===== config.mk =====
export PLATFORM = sky130hd
export DESIGN_NAME = ram_init_sequencer
export DESIGN_NICKNAME = d
export VERILOG_FILES = /design/src/rtl/ram_init_sequencer.sv
export SDC_FILE = /design/constraint.sdc
export NUM_CORES = 1
export LEC_CHECK = 0
export ABC_AREA = 1
export CAP_MARGIN = 20
export CORE_MARGIN = 3
export CORE_UTILIZATION = 38
export CTS_CLUSTER_DIAMETER = 30
export DETAILED_ROUTE_END_ITERATION = 8
export GPL_TIMING_DRIVEN = 0
export PLACE_DENSITY = 0.78
export SYNTH_ARGS = -nofsm -noshare
export SYNTH_HDL_FRONTEND = slang
export SYNTH_SLANG_ARGS = --single-unit

===== constraint.sdc =====
create_clock -name init_clock -period 1.2 [get_ports init_clock]
set_input_delay 0.24 -clock init_clock [delete_from_list [all_inputs] [get_ports init_clock]]
set_output_delay 0.24 -clock init_clock [all_outputs]
set_load 0.01 [all_outputs]

===== src/rtl/ram_init_sequencer.sv =====
// ram_init_sequencer
//   Power-on loader for the CPU data RAM. After reset it copies INIT_COUNT words
//   from a combinational init table into RAM addresses 0..INIT_COUNT-1, optionally
//   reads them back and compares, then hands the RAM port over to the user side.
//   A start pulse in DONE or ERROR reruns the whole sequence.
//
//   state  | meaning
//   -------+-----------------------------------------------------------
//   BOOT   | one idle cycle after reset or a re-init request
//   LOAD   | write table word ptr into RAM address ptr
//   VERIFY | read back address ptr, compare previous read against table
//   DONE   | RAM port passed through to the user side
//   ERROR  | verify mismatch seen, RAM port idle, err_addr valid
//
// Ports
//   init_clock, init_reset : clock, async active-high reset
//   start                  : re-init request (honoured in DONE/ERROR only)
//   tbl_addr / tbl_data    : init table index and the word it selects
//   usr_addr/usr_din/usr_we: user-side RAM access, live only in DONE
//   ram_addr/ram_din/ram_we: RAM write/read port
//   ram_dout               : RAM read data, one cycle after ram_addr
//   busy/done/error        : state decode
//   err_addr               : address of the first verify mismatch

module ram_init_sequencer #(
  parameter int ADDR_W     = 2,
  parameter int DATA_W     = 8,
  parameter int INIT_COUNT = 4,
  parameter int VERIFY_EN  = 1
) (
  input  logic              init_clock,
  input  logic              init_reset,
  input  logic              start,
  output logic [ADDR_W-1:0] tbl_addr,
  input  logic [DATA_W-1:0] tbl_data,
  input  logic [ADDR_W-1:0] usr_addr,
  input  logic [DATA_W-1:0] usr_din,
  input  logic              usr_we,
  output logic [ADDR_W-1:0] ram_addr,
  output logic [DATA_W-1:0] ram_din,
  output logic              ram_we,
  input  logic [DATA_W-1:0] ram_dout,
  output logic              busy,
  output logic              done,
  output logic              error,
  output logic [ADDR_W-1:0] err_addr
);

  typedef enum logic [2:0] {
    S_BOOT,
    S_LOAD,
    S_VERIFY,
    S_DONE,
    S_ERROR
  } state_t;

  // ptr is one bit wider than an address so it can reach INIT_COUNT when the
  // table fills the whole RAM (the extra verify cycle needs that value).
  localparam logic [ADDR_W:0] PTR_LAST = (ADDR_W+1)'(INIT_COUNT - 1);
  localparam logic [ADDR_W:0] PTR_CNT  = (ADDR_W+1)'(INIT_COUNT);

  state_t            state;
  logic [ADDR_W:0]   ptr;
  logic [DATA_W-1:0] exp_data;

  always_ff @(posedge init_clock or posedge init_reset) begin
    if (init_reset) begin
      state    <= S_BOOT;
      ptr      <= '0;
      err_addr <= '0;
      exp_data <= '0;
    end else begin
      case (state)
        S_BOOT: begin
          ptr   <= '0;
          state <= S_LOAD;
        end
        S_LOAD: begin
          if (ptr == PTR_LAST) begin
            ptr   <= '0;
            state <= (VERIFY_EN != 0) ? S_VERIFY : S_DONE;
          end else begin
            ptr <= ptr + 1'b1;
          end
        end
        S_VERIFY: begin
          // Read of address ptr is issued this cycle; its data and the table
          // word captured alongside it are compared one cycle later.
          if (ptr < PTR_CNT)
            exp_data <= tbl_data;
          if ((ptr != '0) && (ram_dout != exp_data)) begin
            err_addr <= ptr[ADDR_W-1:0] - 1'b1;
            ptr      <= '0;
            state    <= S_ERROR;
          end else if (ptr == PTR_CNT) begin
            ptr   <= '0;
            state <= S_DONE;
          end else begin
            ptr <= ptr + 1'b1;
          end
        end
        S_DONE, S_ERROR: begin
          if (start) begin
            ptr   <= '0;
            state <= S_BOOT;
          end
        end
        default: state <= S_BOOT;
      endcase
    end
  end

  assign tbl_addr = ptr[ADDR_W-1:0];

  always_comb begin
    ram_addr = '0;
    ram_din  = '0;
    ram_we   = 1'b0;
    busy     = 1'b0;
    done     = 1'b0;
    error    = 1'b0;
    case (state)
      S_BOOT: busy = 1'b1;
      S_LOAD: begin
        busy     = 1'b1;
        ram_addr = ptr[ADDR_W-1:0];
        ram_din  = tbl_data;
        ram_we   = 1'b1;
      end
      S_VERIFY: begin
        busy     = 1'b1;
        ram_addr = ptr[ADDR_W-1:0];
      end
      S_DONE: begin
        done     = 1'b1;
        ram_addr = usr_addr;
        ram_din  = usr_din;
        ram_we   = usr_we;
      end
      S_ERROR: error = 1'b1;
      default: busy = 1'b1;
    endcase
  end

endmodule


==> results.json, run 1 <==
{
  "die_w_um": 60.1,
  "antenna_found_initial": 0,
  "reg2reg_depth": 10,
  "utilization_pct": 80.8,
  "crit_family": "flip-flops",
  "violations": "setup timing",
  "nNetsFinal": 281,
  "synth_top_area_share_pct": 36.0,
  "grtUsageTotal_pct": 24.8,
  "clk_pin_slew_ns": 0.11,
  "crit_cells": 7,
  "routed_wl_mm": 4.81,
  "cts_max_level": 1,
  "peakVddDrop_uv": 1880,
  "drt_iter0_markers": 100,
  "port_buffers": 47,
  "synth-main-ff-cell": "dfrtp_1",
  "grt_pass1_vias": 1519,
  "crit_required_ns": 0.96,
  "start_util_pct": 42.2,
  "fin_cells": 276,
  "rrSetupSlack_ns": -0.29,
  "worst_pin_slew_ns": 0.649,
  "syn_area_um2": 1110,
  "io_pins": 48,
  "layout-drive-gt1-share_pct": 48.0,
  "slew_viol_final": 0,
  "hpwl_mm": 2.36,
  "relSlewSlack_pct": 56.7,
  "synth.largest_area_cell": "dfrtp_1",
  "path_buf_inv": 3,
  "clkLatencyLatePin_ns": 0.30,
  "synth-seq-cells": 16,
  "wl_per_cell_um": 17.4,
  "area_growth_pct": 91.7,
  "hold_slack_ns": 0.316,
  "core-area_um2": 2640,
  "synth_edf_count": 0,
  "synth_cells": 166,
  "drc": 0,
  "finalCritPeriodShare_pct": 141,
  "arrival_ns": 1.45,
  "yosysSeqAreaShare_pct": 36.0,
  "end_kind": "primary output",
  "cp_common_cell": "nand2_2",
  "synth_common_cells": "nand2_1, inv_1, o21ai_0",
  "setup_viol": 30,
  "crit_fanout": 3,
  "dp_cells": 243,
  "cts_root_buf": "clkbuf_4",
  "cp_slowest_cell": "dfrtp_1",
  "antenna_left": 0,
  "finalHoldViolCount": 0,
  "avgSynthCellArea_um2": 6.69,
  "crit_path_cell_trace": "buf_4 -> nor2_4 -> nand2_2 -> nand2_2 -> inv_2 -> o21ai_2 -> buf_2",
  "max_stage_delay_ns": 0.42,
  "grt_max_degree": 17,
  "grt_pass1_wl_mm": 6.64,
  "num_vias": 1488,
  "finalPower_uw": 5310,
  "num_rows": 18,
  "power_density_nw_per_um2": 2490,
  "finalSetupTns_ns": -8.71,
  "gp_congestion": 0.752,
  "dr.pass1.iters": 4,
  "yosys.cell_types.count": 22,
  "cts_tree": "done",
  "drv_cap": 0,
  "clk_path_buf_depth": 2,
  "numCtsBuffers": 3,
  "yosys.cell_count.top_type": "nand2_1",
  "status": "finished with violations",
  "die_area_um2": 3610,
  "critPathKind": "register to primary output",
  "fin_crit_ns": 1.69,
  "p_leak_uw": 0.00109,
  "skew_ns": 0.000723,
  "fmax_mhz": 593,
  "ys_top_cells_by_area": "dfrtp_1, nand2_1, inv_1",
  "yosysWarnings": 0,
  "clock-sinks": 16,
  "synth-async-reset-ratio_pct": 100,
  "setup_ws_ns": -0.487,
  "min_path_type": "primary input to async pin",
  "cts_hold_buf": 0,
  "antennaDiodeCount": 0,
  "fp.dieH_um": 60.1,
  "rsz0062_at_grt": "true",
  "start_kind": "register",
  "via_per_inst": 5.39,
  "grt-ovfl-total": 0,
  "synth_fp_nets": 200
}
## registers in the layout (all words and copies together), names as in the netlist
signal    flops
exp_data      8
ptr           3
state         3
err_addr      2
## where the power goes
part	total, uW	switching (uW)	internal [uW]
Combinational	3890	2060	1830
Sequential	1020	228	793
Clock	392	207	185
Total	5310	2500	2810
## cell usage in the layout (no fill, tap or decap), drive strengths merged
cell and instances:
dlygate4sd2 2, nand2 64, dfrtp 16, buf 48
a21oi 2, o22ai 1, nand4 2, clkbuf 8
ha 4, xnor2 3, o21ai 20, nand3 12
inv 31, nor2 6, clkdlybuf4s50 27
## final cells by class
| cell class | instances | area (um2) |
|---|---|---|
| flip-flops and latches | 16 | 403 |
| repair buffers | 78 | 686 |
| well taps | 30 | 37.5 |
| multi-input cells | 114 | 801 |
| inverters | 31 | 126 |
| plain buffers | 3 | 40.0 |
| clock buffers | 4 | 36.3 |
| fillers | 156 | 505 |
## timing repair
item                                   in CTS  in global routing
setup endpoints to repair                  34                 34
cloned                                      3                  0
setup buffers                              20                  8
gates resized for setup                   119                 41
endpoints found under the hold margin       0                  0
pin swaps                                  15                 10
## per-stage QoR
step                      cell area [um2]  worst slack (ns)
after CTS                            1950            -0.419
after global placement               1670            -0.591
after floorplan                      1160          -0.00674
final                                2130            -0.487
after global routing                 2130            -0.543
after detailed placement             1670            -0.608
## cells by family (layout without fill, tap and decap cells)
group / count (synthesis) / in the layout / synth area share (%)
buffers and inverters: 36 / 116 / 13.6
XOR/XNOR: 3 / 3 / 2.37
adder cells (fa/ha/maj): 4 / 4 / 4.50
flip-flops: 16 / 16 / 36.0
AO/OA/AOI/OAI: 23 / 23 / 11.5
AND/OR/NAND/NOR: 84 / 84 / 32.0
## final timing paths
path / start / end
worst max-delay path: state[2]$_DFFE_PP0P_ / ram_addr[1]
max in group asynchronous: init_reset / state[0]$_DFFE_PP0P_
worst min-delay path: init_reset / err_addr[0]$_DFFE_PP0P_
worst max register to register: state[0]$_DFFE_PP0P_ / state[1]$_DFFE_PP0P_
min in group init_clock: tbl_data[4] / exp_data[4]$_DFFE_PP0P_
worst min register to register: exp_data[0]$_DFFE_PP0P_ / exp_data[0]$_DFFE_PP0P_
## per-layer routing
metal / part of all wire, % / routed length [um] / track usage, %
met2: 51 / 2470 / 44.8
met1: 37 / 1790 / 26.6
met5: 0 / 0 / 0
met3: 7.3 / 350 / 3.89
met4: 4.2 / 201 / 14.9
(Power assumes the default switching activity.)
==> run 2, diff against run 1 <==
- ABC_AREA: 1 -> not set
==> results.json, run 2 <==
{
  "finalPower_uw": 4720,
  "power_frac_clock_pct": 7.8,
  "synth_common_cells": "dfrtp_1, nor2_1, mux2i_1",
  "synth_xor_area_share_pct": 6.29,
  "layout-drive-gt1-share_pct": 49.7,
  "p_leak_uw": 0.000956,
  "critPathKind": "register to register",
  "routed_wl_mm": 3.46,
  "dp_cells": 189,
  "avgSynthCellArea_um2": 10.0,
  "synth-compound-area-share_pct": 11.9,
  "utilization_pct": 74.4,
  "drc": 0,
  "clkLatencyLatePin_ns": 0.29,
  "cts_root_buf": "clkbuf_4",
  "die_area_um2": 3620,
  "relSlewSlack_pct": 58.0,
  "end_kind": "register",
  "synth.largest_area_cell": "dfrtp_1",
  "min_path_type": "primary input to async pin",
  "reg_top3": "exp_data x8, ptr x3, state x3",
  "clk_path_buf_depth": 2,
  "fin_crit_ns": 1.65,
  "hold_slack_ns": 0.316,
  "antenna_left": 0,
  "worst_pin_slew_ns": 0.629,
  "fin_cells": 218,
  "start_kind": "register",
  "numCtsBuffers": 3,
  "setup_viol": 32,
  "synth-main-ff-cell": "dfrtp_1",
  "io_pins": 48,
  "finalCritPeriodShare_pct": 137,
  "synthAdderAreaFrac_pct": 4.49,
  "setup_ws_ns": -0.449,
  "cts_tree": "done",
  "start_util_pct": 40.0,
  "arrival_ns": 1.88,
  "num_rows": 19,
  "syn_area_um2": 1110,
  "synth_top_family_by_area": "multiplexers",
  "slew_viol_final": 0,
  "die_w_um": 60.1,
  "violations": "setup timing",
  "yosysWarnings": 0,
  "largest-register": "exp_data",
  "hpwl_mm": 2.24,
  "gp_congestion": 0.778,
  "synth_cells": 111,
  "dr.pass1.iters": 3,
  "fp.dieH_um": 60.1,
  "cts_hold_buf": 0,
  "nNetsFinal": 222,
  "mostFrequentLayoutCell": "clkdlybuf4s50_1",
  "switchingPower_uw": 1820,
  "finalSetupTns_ns": -11.19,
  "port_buffers": 47,
  "core-area_um2": 2780,
  "status": "finished with violations",
  "drt_iter0_markers": 31,
  "synth-async-reset-ratio_pct": 100,
  "grt-ovfl-total": 0,
  "synth_edf_count": 0,
  "power_frac_comb_pct": 71.0,
  "grt_max_degree": 17,
  "crit_fanout": 4,
  "clock-sinks": 16,
  "cts_max_level": 1,
  "finalHoldViolCount": 0,
  "yosys.cell_types.count": 30,
  "swShare_pct": 38.6,
  "peakVddDrop_uv": 1630,
  "rsz0062_at_grt": "true",
  "nFillCells": 185,
  "crit_required_ns": 1.43,
  "synth-seq-cells": 16,
  "area_growth_pct": 85.8,
  "antenna_found_initial": 0,
  "num_vias": 1146,
  "yosysSeqAreaShare_pct": 36.0,
  "grt_pass1_vias": 1249,
  "drv_cap": 0,
  "synth_mux_area_share_pct": 20.9,
  "antennaDiodeCount": 0,
  "via_per_inst": 5.26,
  "yosys.area_share.simple_pct": 14.2,
  "fmax_mhz": 606,
  "synth_top_area_share_pct": 36.0,
  "skew_ns": 0.00278,
  "internal_power_uw": 2900,
  "power_density_nw_per_um2": 2280,
  "largest_reg_flops": 8,
  "seqPwrFrac_pct": 21.2,
  "ys_top_cells_by_area": "dfrtp_1, mux2i_1, mux2_2",
  "synth_fp_nets": 145,
  "grtUsageTotal_pct": 21.4,
  "final_cell_mix": "clkdlybuf4s50_1, buf_4, buf_2, nor2_1, dfrtp_1",
  "clk_pin_slew_ns": 0.10,
  "grt_pass1_wl_mm": 5.69,
  "wl_per_cell_um": 15.9
}
## run 2: critical path, stage by stage (launching register included)
cell and delay, ns:
dfrtp_1 0.42, buf_4 0.17, buf_4 0.15, nor3_4 0.28, nand4b_1 0.22, o311ai_2 0.15
mux2_4 0.20
## run 2: metal layers
metal	GRT usage, %	up-vias	wire [um]
met5	0	-	0
met4	10.8	0	127
met3	4.97	15	221
met2	37.7	59	1740
met1	23.8	537	1370
li1	-	535	-
## run 2: what timing repair did
item,4_1_cts,5_1_grt
gates cloned,0,1
pin swaps,11,10
resized for setup,94,12
setup endpoints to repair,34,33
setup buffers,24,3
## run 2: area by class of cell
cell class | instances | area (um2) | share of cell area (%)
repair buffers | 75 | 684 | 33.1
multi-input cells | 80 | 810 | 39.1
inverters | 8 | 32.5 | 1.57
clock buffers | 4 | 36.3 | 1.75
flip-flops and latches | 16 | 405 | 19.6
well taps | 31 | 38.8 | 1.87
plain buffers | 4 | 62.6 | 3.02
## run 2: worst paths after layout
path / startpoint / to / slack [ns] / cells past startpoint
worst min register to register: exp_data[1]$_DFFE_PP0P_ / exp_data[1]$_DFFE_PP0P_ / 0.55 / 1
min in group init_clock: exp_data[1]$_DFFE_PP0P_ / exp_data[1]$_DFFE_PP0P_ / 0.55 / 1
worst max-delay path: state[2]$_DFFE_PP0P_ / ptr[0]$_DFFE_PP0P_ / -0.45 / 6
worst min-delay path: init_reset / exp_data[2]$_DFFE_PP0P_ / 0.32 / 2
worst max register to register: state[2]$_DFFE_PP0P_ / ptr[0]$_DFFE_PP0P_ / -0.45 / 6
max in group asynchronous: init_reset / state[0]$_DFFE_PP0P_ / 0.44 / 2
## run 2: kinds of logic after synthesis
logic type	count (synthesis)
flip-flops	16
multiplexers	22
XOR/XNOR	8
buffers and inverters	15
AO/OA/AOI/OAI	17
adder cells (fa/ha/maj)	4
AND/OR/NAND/NOR	29
## run 2: metrics by stage
stage	setup WS, ns	instance area, um2
2_1_floorplan	-0.312	1230
3_3_place_gp	-0.749	1740
3_5_place_dp	-0.766	1740
4_1_cts	-0.422	1990
5_1_grt	-0.562	2070
6_report	-0.449	2070
## run 2: power by group through the flow
| stage | clock (uW) | combinational [uW] | sequential [uW] |
|---|---|---|---|
| global placement | 0 | 2440 | 996 |
| global route | 395 | 3610 | 1030 |
| CTS | 369 | 3030 | 990 |
| finish | 368 | 3350 | 1000 |
| floorplan | 0 | 1630 | 979 |
| detailed placement | 0 | 2530 | 1010 |
==> run 3, diff against run 2 <==
- HOLD_SLACK_MARGIN: not set -> 0.05
==> results of run 3 <==
No change in the layout: final DEF, timing and power equal those of run 2.
